$ cat config.mk
export PLATFORM = sky130hd
export DESIGN_NAME = operand_fifo_flat
export DESIGN_NICKNAME = d
export VERILOG_FILES = /design/src/rtl/operand_fifo_pkg.sv /design/src/rtl/operand_fifo_if.sv /design/src/rtl/operand_fifo_ptr.sv /design/src/rtl/operand_fifo.sv /design/src/flat_wrapper.sv
export SDC_FILE = /design/constraint.sdc
export NUM_CORES = 1
export LEC_CHECK = 0
export ABC_AREA = 1
export BUFFER_PORTS_ARGS = -buffer_cell sky130_fd_sc_hd__buf_4
export CAP_MARGIN = 20
export CELL_PAD_IN_SITES_DETAIL_PLACEMENT = 1
export CELL_PAD_IN_SITES_GLOBAL_PLACEMENT = 1
export CORE_ASPECT_RATIO = 0.8
export CORE_MARGIN = 3
export CORE_UTILIZATION = 40
export DETAILED_ROUTE_END_ITERATION = 7
export GPL_ROUTABILITY_DRIVEN = 0
export HOLD_SLACK_MARGIN = 0.06
export PLACE_DENSITY_LB_ADDON = 0.1
export SLEW_MARGIN = 20
export SYNTH_ARGS = -nofsm -noshare
export SYNTH_HDL_FRONTEND = slang
export SYNTH_HIERARCHICAL = 1
export SYNTH_SLANG_ARGS = --single-unit
$ cat constraint.sdc
create_clock -name CLK -period 2.3 [get_ports CLK]
set_input_delay 0.69 -clock CLK [delete_from_list [all_inputs] [get_ports CLK]]
set_output_delay 0.69 -clock CLK [all_outputs]
set_load 0.03 [all_outputs]
$ cat src/rtl/operand_fifo_pkg.sv
// Shared width helpers and pointer arithmetic for the operand FIFO.
// Pointers wrap explicitly, so DEPTH does not need to be a power of two.
package operand_fifo_pkg;

    // Width of a counter holding 0..depth inclusive.
    function automatic int cnt_width(input int depth);
        return $clog2(depth + 1);
    endfunction

    function automatic int ptr_width(input int depth);
        return (depth < 2) ? 1 : $clog2(depth);
    endfunction

    function automatic int unsigned ptr_wrap_inc(input int unsigned ptr, input int unsigned depth);
        return (ptr >= depth - 1) ? 0 : ptr + 1;
    endfunction

endpackage

$ cat src/rtl/operand_fifo_if.sv
// Producer/consumer port bundle of the operand FIFO.
// master is the pipeline side, slave is the FIFO itself.
interface operand_fifo_if
    import operand_fifo_pkg::*;
#(
    parameter int WL    = 8,
    parameter int DEPTH = 8
);
    localparam int CW = cnt_width(DEPTH);

    logic [WL-1:0] in;
    logic          wr_en;
    logic          rd_en;
    logic [WL-1:0] out;
    logic          empty;
    logic          full;
    logic          almost_full;
    logic [CW-1:0] count;
    logic          overflow;
    logic          underflow;

    modport master (
        output in, wr_en, rd_en,
        input  out, empty, full, almost_full, count, overflow, underflow
    );

    modport slave (
        input  in, wr_en, rd_en,
        output out, empty, full, almost_full, count, overflow, underflow
    );

endinterface

$ cat src/rtl/operand_fifo_ptr.sv
// Wrapping storage pointer: counts 0..DEPTH-1 and returns to 0.
module fifo_ptr
    import operand_fifo_pkg::*;
#(
    parameter int DEPTH = 8,
    parameter int PW    = ptr_width(DEPTH)
) (
    input  logic          CLK,
    input  logic          RST,
    input  logic          inc,
    output logic [PW-1:0] ptr
);

    logic [PW-1:0] ptr_reg;

    always_ff @(posedge CLK) begin
        if (RST) begin
            ptr_reg <= '0;
        end else if (inc) begin
            ptr_reg <= PW'(ptr_wrap_inc(32'(ptr_reg), 32'(DEPTH)));
        end
    end

    assign ptr = ptr_reg;

endmodule

$ cat src/rtl/operand_fifo.sv
// First-word-fall-through operand FIFO between ALU pipeline stages.
// Head word is presented combinationally; status flags decode the registered count.
module operand_fifo
    import operand_fifo_pkg::*;
#(
    parameter int WL       = 8,
    parameter int DEPTH    = 8,
    parameter int AF_LEVEL = 6
) (
    input  logic          CLK,
    input  logic          RST,
    operand_fifo_if.slave bus
);

    localparam int CW = cnt_width(DEPTH);
    localparam int PW = ptr_width(DEPTH);

    logic [WL-1:0] mem_reg [DEPTH];
    logic [CW-1:0] count_reg;
    logic [CW-1:0] count_next;
    logic          overflow_reg;
    logic          underflow_reg;
    logic [PW-1:0] wr_ptr;
    logic [PW-1:0] rd_ptr;
    logic          empty;
    logic          full;
    logic          do_wr;
    logic          do_rd;

    assign empty = (count_reg == '0);
    assign full  = (count_reg == CW'(DEPTH));

    // A pop in the same cycle frees the slot, so a full FIFO still accepts the push.
    assign do_wr = bus.wr_en & (~full | bus.rd_en);
    assign do_rd = bus.rd_en & ~empty;

    fifo_ptr #(.DEPTH(DEPTH), .PW(PW)) u_wr_ptr (
        .CLK (CLK),
        .RST (RST),
        .inc (do_wr),
        .ptr (wr_ptr)
    );

    fifo_ptr #(.DEPTH(DEPTH), .PW(PW)) u_rd_ptr (
        .CLK (CLK),
        .RST (RST),
        .inc (do_rd),
        .ptr (rd_ptr)
    );

    always_ff @(posedge CLK) begin
        if (!RST && do_wr) begin
            mem_reg[wr_ptr] <= bus.in;
        end
    end

    always_comb begin
        count_next = count_reg;
        if (do_wr && !do_rd) begin
            count_next = count_reg + CW'(1);
        end else if (do_rd && !do_wr) begin
            count_next = count_reg - CW'(1);
        end
    end

    always_ff @(posedge CLK) begin
        if (RST) begin
            count_reg     <= '0;
            overflow_reg  <= 1'b0;
            underflow_reg <= 1'b0;
        end else begin
            count_reg     <= count_next;
            overflow_reg  <= bus.wr_en & full & ~bus.rd_en;
            underflow_reg <= bus.rd_en & empty;
        end
    end

    assign bus.empty       = empty;
    assign bus.full        = full;
    assign bus.almost_full = (count_reg >= CW'(AF_LEVEL));
    assign bus.count       = count_reg;
    assign bus.overflow    = overflow_reg;
    assign bus.underflow   = underflow_reg;
    assign bus.out         = empty ? '0 : mem_reg[rd_ptr];

endmodule

$ cat src/flat_wrapper.sv
// flat-port wrapper written by rule: the top's interface ports become plain ports
module operand_fifo_flat import operand_fifo_pkg::*;
#(
    parameter int WL       = 8,
    parameter int DEPTH    = 8,
    parameter int AF_LEVEL = 6
)
  (CLK, RST, bus_in, bus_wr_en, bus_rd_en, bus_out, bus_empty, bus_full, bus_almost_full, bus_count, bus_overflow, bus_underflow);
  operand_fifo_if #(.WL(WL), .DEPTH(DEPTH)) bus_i ();
  input  logic CLK;
  input  logic RST;
  input wire logic [$bits(bus_i.in)-1:0] bus_in;
  input wire logic [$bits(bus_i.wr_en)-1:0] bus_wr_en;
  input wire logic [$bits(bus_i.rd_en)-1:0] bus_rd_en;
  output wire logic [$bits(bus_i.out)-1:0] bus_out;
  output wire logic [$bits(bus_i.empty)-1:0] bus_empty;
  output wire logic [$bits(bus_i.full)-1:0] bus_full;
  output wire logic [$bits(bus_i.almost_full)-1:0] bus_almost_full;
  output wire logic [$bits(bus_i.count)-1:0] bus_count;
  output wire logic [$bits(bus_i.overflow)-1:0] bus_overflow;
  output wire logic [$bits(bus_i.underflow)-1:0] bus_underflow;
  assign bus_i.in = bus_in;
  assign bus_i.wr_en = bus_wr_en;
  assign bus_i.rd_en = bus_rd_en;
  assign bus_out = bus_i.out;
  assign bus_empty = bus_i.empty;
  assign bus_full = bus_i.full;
  assign bus_almost_full = bus_i.almost_full;
  assign bus_count = bus_i.count;
  assign bus_overflow = bus_i.overflow;
  assign bus_underflow = bus_i.underflow;
  operand_fifo #(.WL(WL), .DEPTH(DEPTH), .AF_LEVEL(AF_LEVEL)) u_core (.CLK(CLK), .RST(RST), .bus(bus_i));
endmodule
### Word level (Yosys, flattened, before mapping)

Memories as Yosys holds them, arrays and structs flattened. A register that Yosys moved wholly into a read port is not among the register bits.
Cells that the tools add are included.

* order comparisons: 3
* $add $sub $neg: 4
* equal/unequal tests: 1
* bitwise operators: 9
* reduce and logical (&&, ||, !) cells: 8
* muxes and demuxes: 9

Operators by type and width (number)
* 3-bit two-way mux: 4
* 4-bit two-way mux: 2
* 8-bit two-way mux: 1
* 3-bit by 1-bit adder with 3-bit output, second input constant: 2
* 3-bit greater-or-equal comparator, second input constant: 2
* 1-bit bitwise AND: 5
* 4-bit by 1-bit adder with 4-bit output, second input constant: 1
* 4-bit == test, second input constant: 1
* 4-bit by 3-bit greater-or-equal comparator with 1-bit output, second input constant: 1
* 4-bit zero test: 1
* 4-bit by 1-bit subtractor with 4-bit output, second input constant: 1
* 1-bit logical AND: 3
* 1-bit zero test: 3
* 1-bit inverter: 3
* 1-bit two-way mux: 2
* 2-bit nonzero test: 1
* 1-bit OR: 1

* bits in writable memories: 64
* output and inout bits: 17
* input port bits: 12
* flip-flop bits (word level): 12
* memories: 1

Memories
* u_core.mem_reg: depth 8, width 8, read ports 1, clocked after memory_dff 1, wr ports 1, line operand_fifo.sv:18 `logic [WL-1:0] mem_reg [DEPTH];`

### Depth between registers and ports, before layout

* depth after elaboration: 8
* mapped depth: 15

### Hierarchy

The synthesis kept the hierarchy.

Modules (own cells, without submodules)
* operand_fifo: cells each 337, times used 1, area an instance 3285.7 µm², seq. area each 2042.0 µm²
* fifo_ptr: cells each 19, times used 2, area an instance 153.9 µm², seq. area each 60.1 µm²

### Worst setup path after synthesis

No wires, ideal clock.

* path type: register to register
* start: reg u_core.count_reg[1], in the netlist u_core/bus.count[1]
* end: reg u_core.count_reg[3], in the netlist u_core/bus.count[3]
* arrival: 2.477 ns
* cell stages (with the launch flop): 14
* setup time: 0.109 ns
* setup slack: -0.286 ns
* path buffers: 0
* cells stage by stage: dfxtp_1 -> nor2_1 -> nand3_2 -> inv_1 -> nor2_1 -> inv_1 -> ha_1 -> inv_1 -> ha_1 -> or2_2 -> nand3_1 -> nand3_1 -> nand2_1 -> inv_1

RTL lines
* start: declaration: line operand_fifo.sv:19 `logic [CW-1:0] count_reg;`
* start signal: assignment: line operand_fifo.sv:72 `count_reg <= count_next;`
* 4-bit zero test *: line operand_fifo.sv:30 `assign empty = (count_reg == '0);`
* via bus_empty: line flat_wrapper.sv:16 `output wire logic [$bits(bus_i.empty)-1:0] bus_empty;`
* 1-bit inverter *: line operand_fifo.sv:35 `assign do_rd = bus.rd_en & ~empty;`
* 1-bit bitwise AND *: line operand_fifo.sv:35
* via u_core.do_rd: line operand_fifo.sv:28 `logic do_rd;`
* 1-bit zero test: line operand_fifo.sv:59 `if (do_wr && !do_rd) begin`
* 1-bit logical AND: line operand_fifo.sv:59
* 4-bit two-way mux or 2-bit nonzero test (tied branches)

The timed path passes the listed nets; every way through them passes the cells marked *. The select of a mux whose other input is x is not followed.
A chain may end at the register's enable or synchronous reset.

==> summary.txt <==
Cells and area
  • Diodes inserted: 0
  • Most common cell after layout, fill and taps aside: nand2_1
  • Layout Nets: 448
  • Largest register FFs: 64
  • Layout cell share with drive strength beyond 1: 30.3%
  • Most frequent cells in the layout: nand2_1, edfxtp_1, inv_1
  • Area growth syn-to-layout: 24.1%

Drt
  • Vias per cell: 4.77
  • DRT Pass-1 Iters: 4
  • Via total after detailed routing: 2601
  • WL/cell: 16.4 um
  • Final Routed Wirelength: 8930 um
  • Antenna viol nets, final: 0
  • Iter 0 DRT Violations: 123
  • Drt drc: 0

GRT
  • Pin count of the biggest net entering global routing: 33
  • Initial antenna violation count: 0
  • Tot GR Track Use: 17.5%
  • Vias in the first global route: 2591
  • First-pass GRT wire length: 13700 um
  • Total congestion overflow: 0

Worst hold path
  • Worst min path class: flop to flop

Power
  • Total power: 5.28 mW
  • Leakage: 1.93 nW
  • Pwr dens: 1180 nW/um2
  • Max VDD drop: 528 uV

Place
  • Buffers on Ports: 28
  • HPWL Detailed: 5800 um
  • Dpl ws: -0.134 ns

STA
  • Worst slew pin tran: 0.959 ns
  • Fin. max-slew vios: 0
  • Slew margin rel.: 35.9%
  • Hold Fails Final Rpt: 0
  • Worst Clk Skew: 0.0111 ns
  • Fmax achieved: 436 MHz
  • Unrepaired setup endpoints after global routing: yes
  • Crit path time final: 2.29 ns
  • # setup viols final: 0
  • Final period util: 99.6%
  • Worst setup margin: 0.00847 ns

Clock tree
  • TritonCTS Buffers: 9
  • Clock Latency Late Sink: 0.35 ns
  • CTS max path bufs: 2
  • Sink Count: 76
  • Clock transition at path regs: 0.08 ns
  • H-tree depth: 3
  • CTS tree: built
  • Root Buffer: clkbuf_8

Critical path
  • CP max FO: 6
  • Worst Setup End Kind: output pin
  • Critical path class: flop to output pin
  • Worst path arrival time: 1.60 ns
  • Critical Path RT: 1.61 ns
  • Type of origin of the critical path: flop

Yosys
  • Yosys warns: 6
  • Seq/Total Area, Yosys: 60.2%
  • Post-Syn Nets: 395
  • Post-Syn Instances: 375
  • Mapped Area: 3590 um2
  • Post-synthesis register bit count: 76
  • Synth unique cells: 26
  • Avg Cell Area, Syn: 9.58 um2

Floorplan
  • Die height: 90.8 um
  • I/O pins: 29
  • Initial core utilization: 41.8%
  • Core footprint: 8600 um2
  • Die Area: 10200 um2
  • Die W: 112 um
  • FP Rows: 30

Outcome
  • Status: complete, no violations

Flow run
  • Max-capacitance violation count: 0
## cells in the mapped netlist, drive strengths merged
master  number  area [um2]
xor2         2        17.5
clkbuf       1        3.75
dfxtp       12         240
nor2        32         125
nand3       39         200
edfxtp      64        1920
inv         55         216
a21oi        9        52.6
buf         11         119
nor3         2        10.0
nand2      132         536
or2          1        6.26
o21ai        5        25.0
ha           7        87.6
fa           1        20.0
nor4         1        6.26
nand4        1        6.26
## power by group
part / internal (mW) / switching [mW]
combinational: 0.984 / 1.56
sequential: 1.61 / 0.114
clock: 0.504 / 0.511
## stage by stage
step / area [um2] / std cells / util, % / TNS [ns] / hold slack (ns)
after floorplan: 3630 / 375 / - / 0 / 0.514
after global placement: 4000 / 522 / 46.5 / -0.645 / 0.514
after detailed placement: 4000 / 522 / 46.5 / -2.84 / 0.525
after CTS: 4220 / 538 / 49.1 / 0 / 0.542
after global routing: 4460 / 545 / 51.9 / -0.480 / 0.559
final: 4460 / 545 / 51.9 / 0 / 0.537
## layout make-up
cell class              count  area (um2)
fillers                   996        4140
repair inverters            2        22.5
clock buffers               9         124
multi-input cells         232        1190
clock inverters             7        75.1
inverters                  55         249
flip-flops and latches     76        2180
well taps                 112         140
repair buffers             52         477
## final timing paths
| check | start | end | slack, ns | cells past startpoint |
|---|---|---|---|---|
| max | u_core/u_rd_ptr/ptr[0] | bus_out[4] | 0.008 | 8 |
| min | u_core/bus.count[1] | u_core/bus.count[1] | 0.54 | 2 |
| max reg2reg | u_core/bus.count[2] | u_core/mem_reg[6][5] | 0.22 | 5 |
| min reg2reg | u_core/bus.count[1] | u_core/bus.count[1] | 0.54 | 2 |
## logic make-up (layout without fill, tap and decap cells)
| family | after synthesis | count (layout) | share of synthesized area [%] |
|---|---|---|---|
| and+or+nand+nor | 208 | 208 | 24.8 |
| DFF | 76 | 76 | 60.2 |
| buffers and inverters | 67 | 125 | 9.44 |
| AOI/OAI and AO/OA | 14 | 14 | 2.16 |
| adders and majority gates | 8 | 8 | 2.99 |
| xor gates and xnor gates | 2 | 2 | 0.488 |
## per-layer routing
layer  vias to the layer above  track usage [%]  wire [um]
li1                       1306                -          -
met4                         0             4.20         65
met5                         -                0          0
met2                        52             28.2       4340
met3                         4             4.42        422
met1                      1239             23.9       4100
## worst max-delay path, stage by stage (launching register included)
cell and delay, ns:
dfxtp_4 0.37, buf_6 0.14, clkbuf_16 0.15, nand2_2 0.06, nand3_1 0.07, nand3_2 0.07, nand2_1 0.07, nor2_1 0.13
buf_4 0.17
## timing repair
action | in CTS | in global routing
setup endpoints to repair | 8 | 9
hold buffers | 0 | 0
resized for setup | 7 | 43
setup buffers | 0 | 4
pin swaps | 0 | 31
gates cloned | 0 | 3
(Power assumes the default switching activity.)
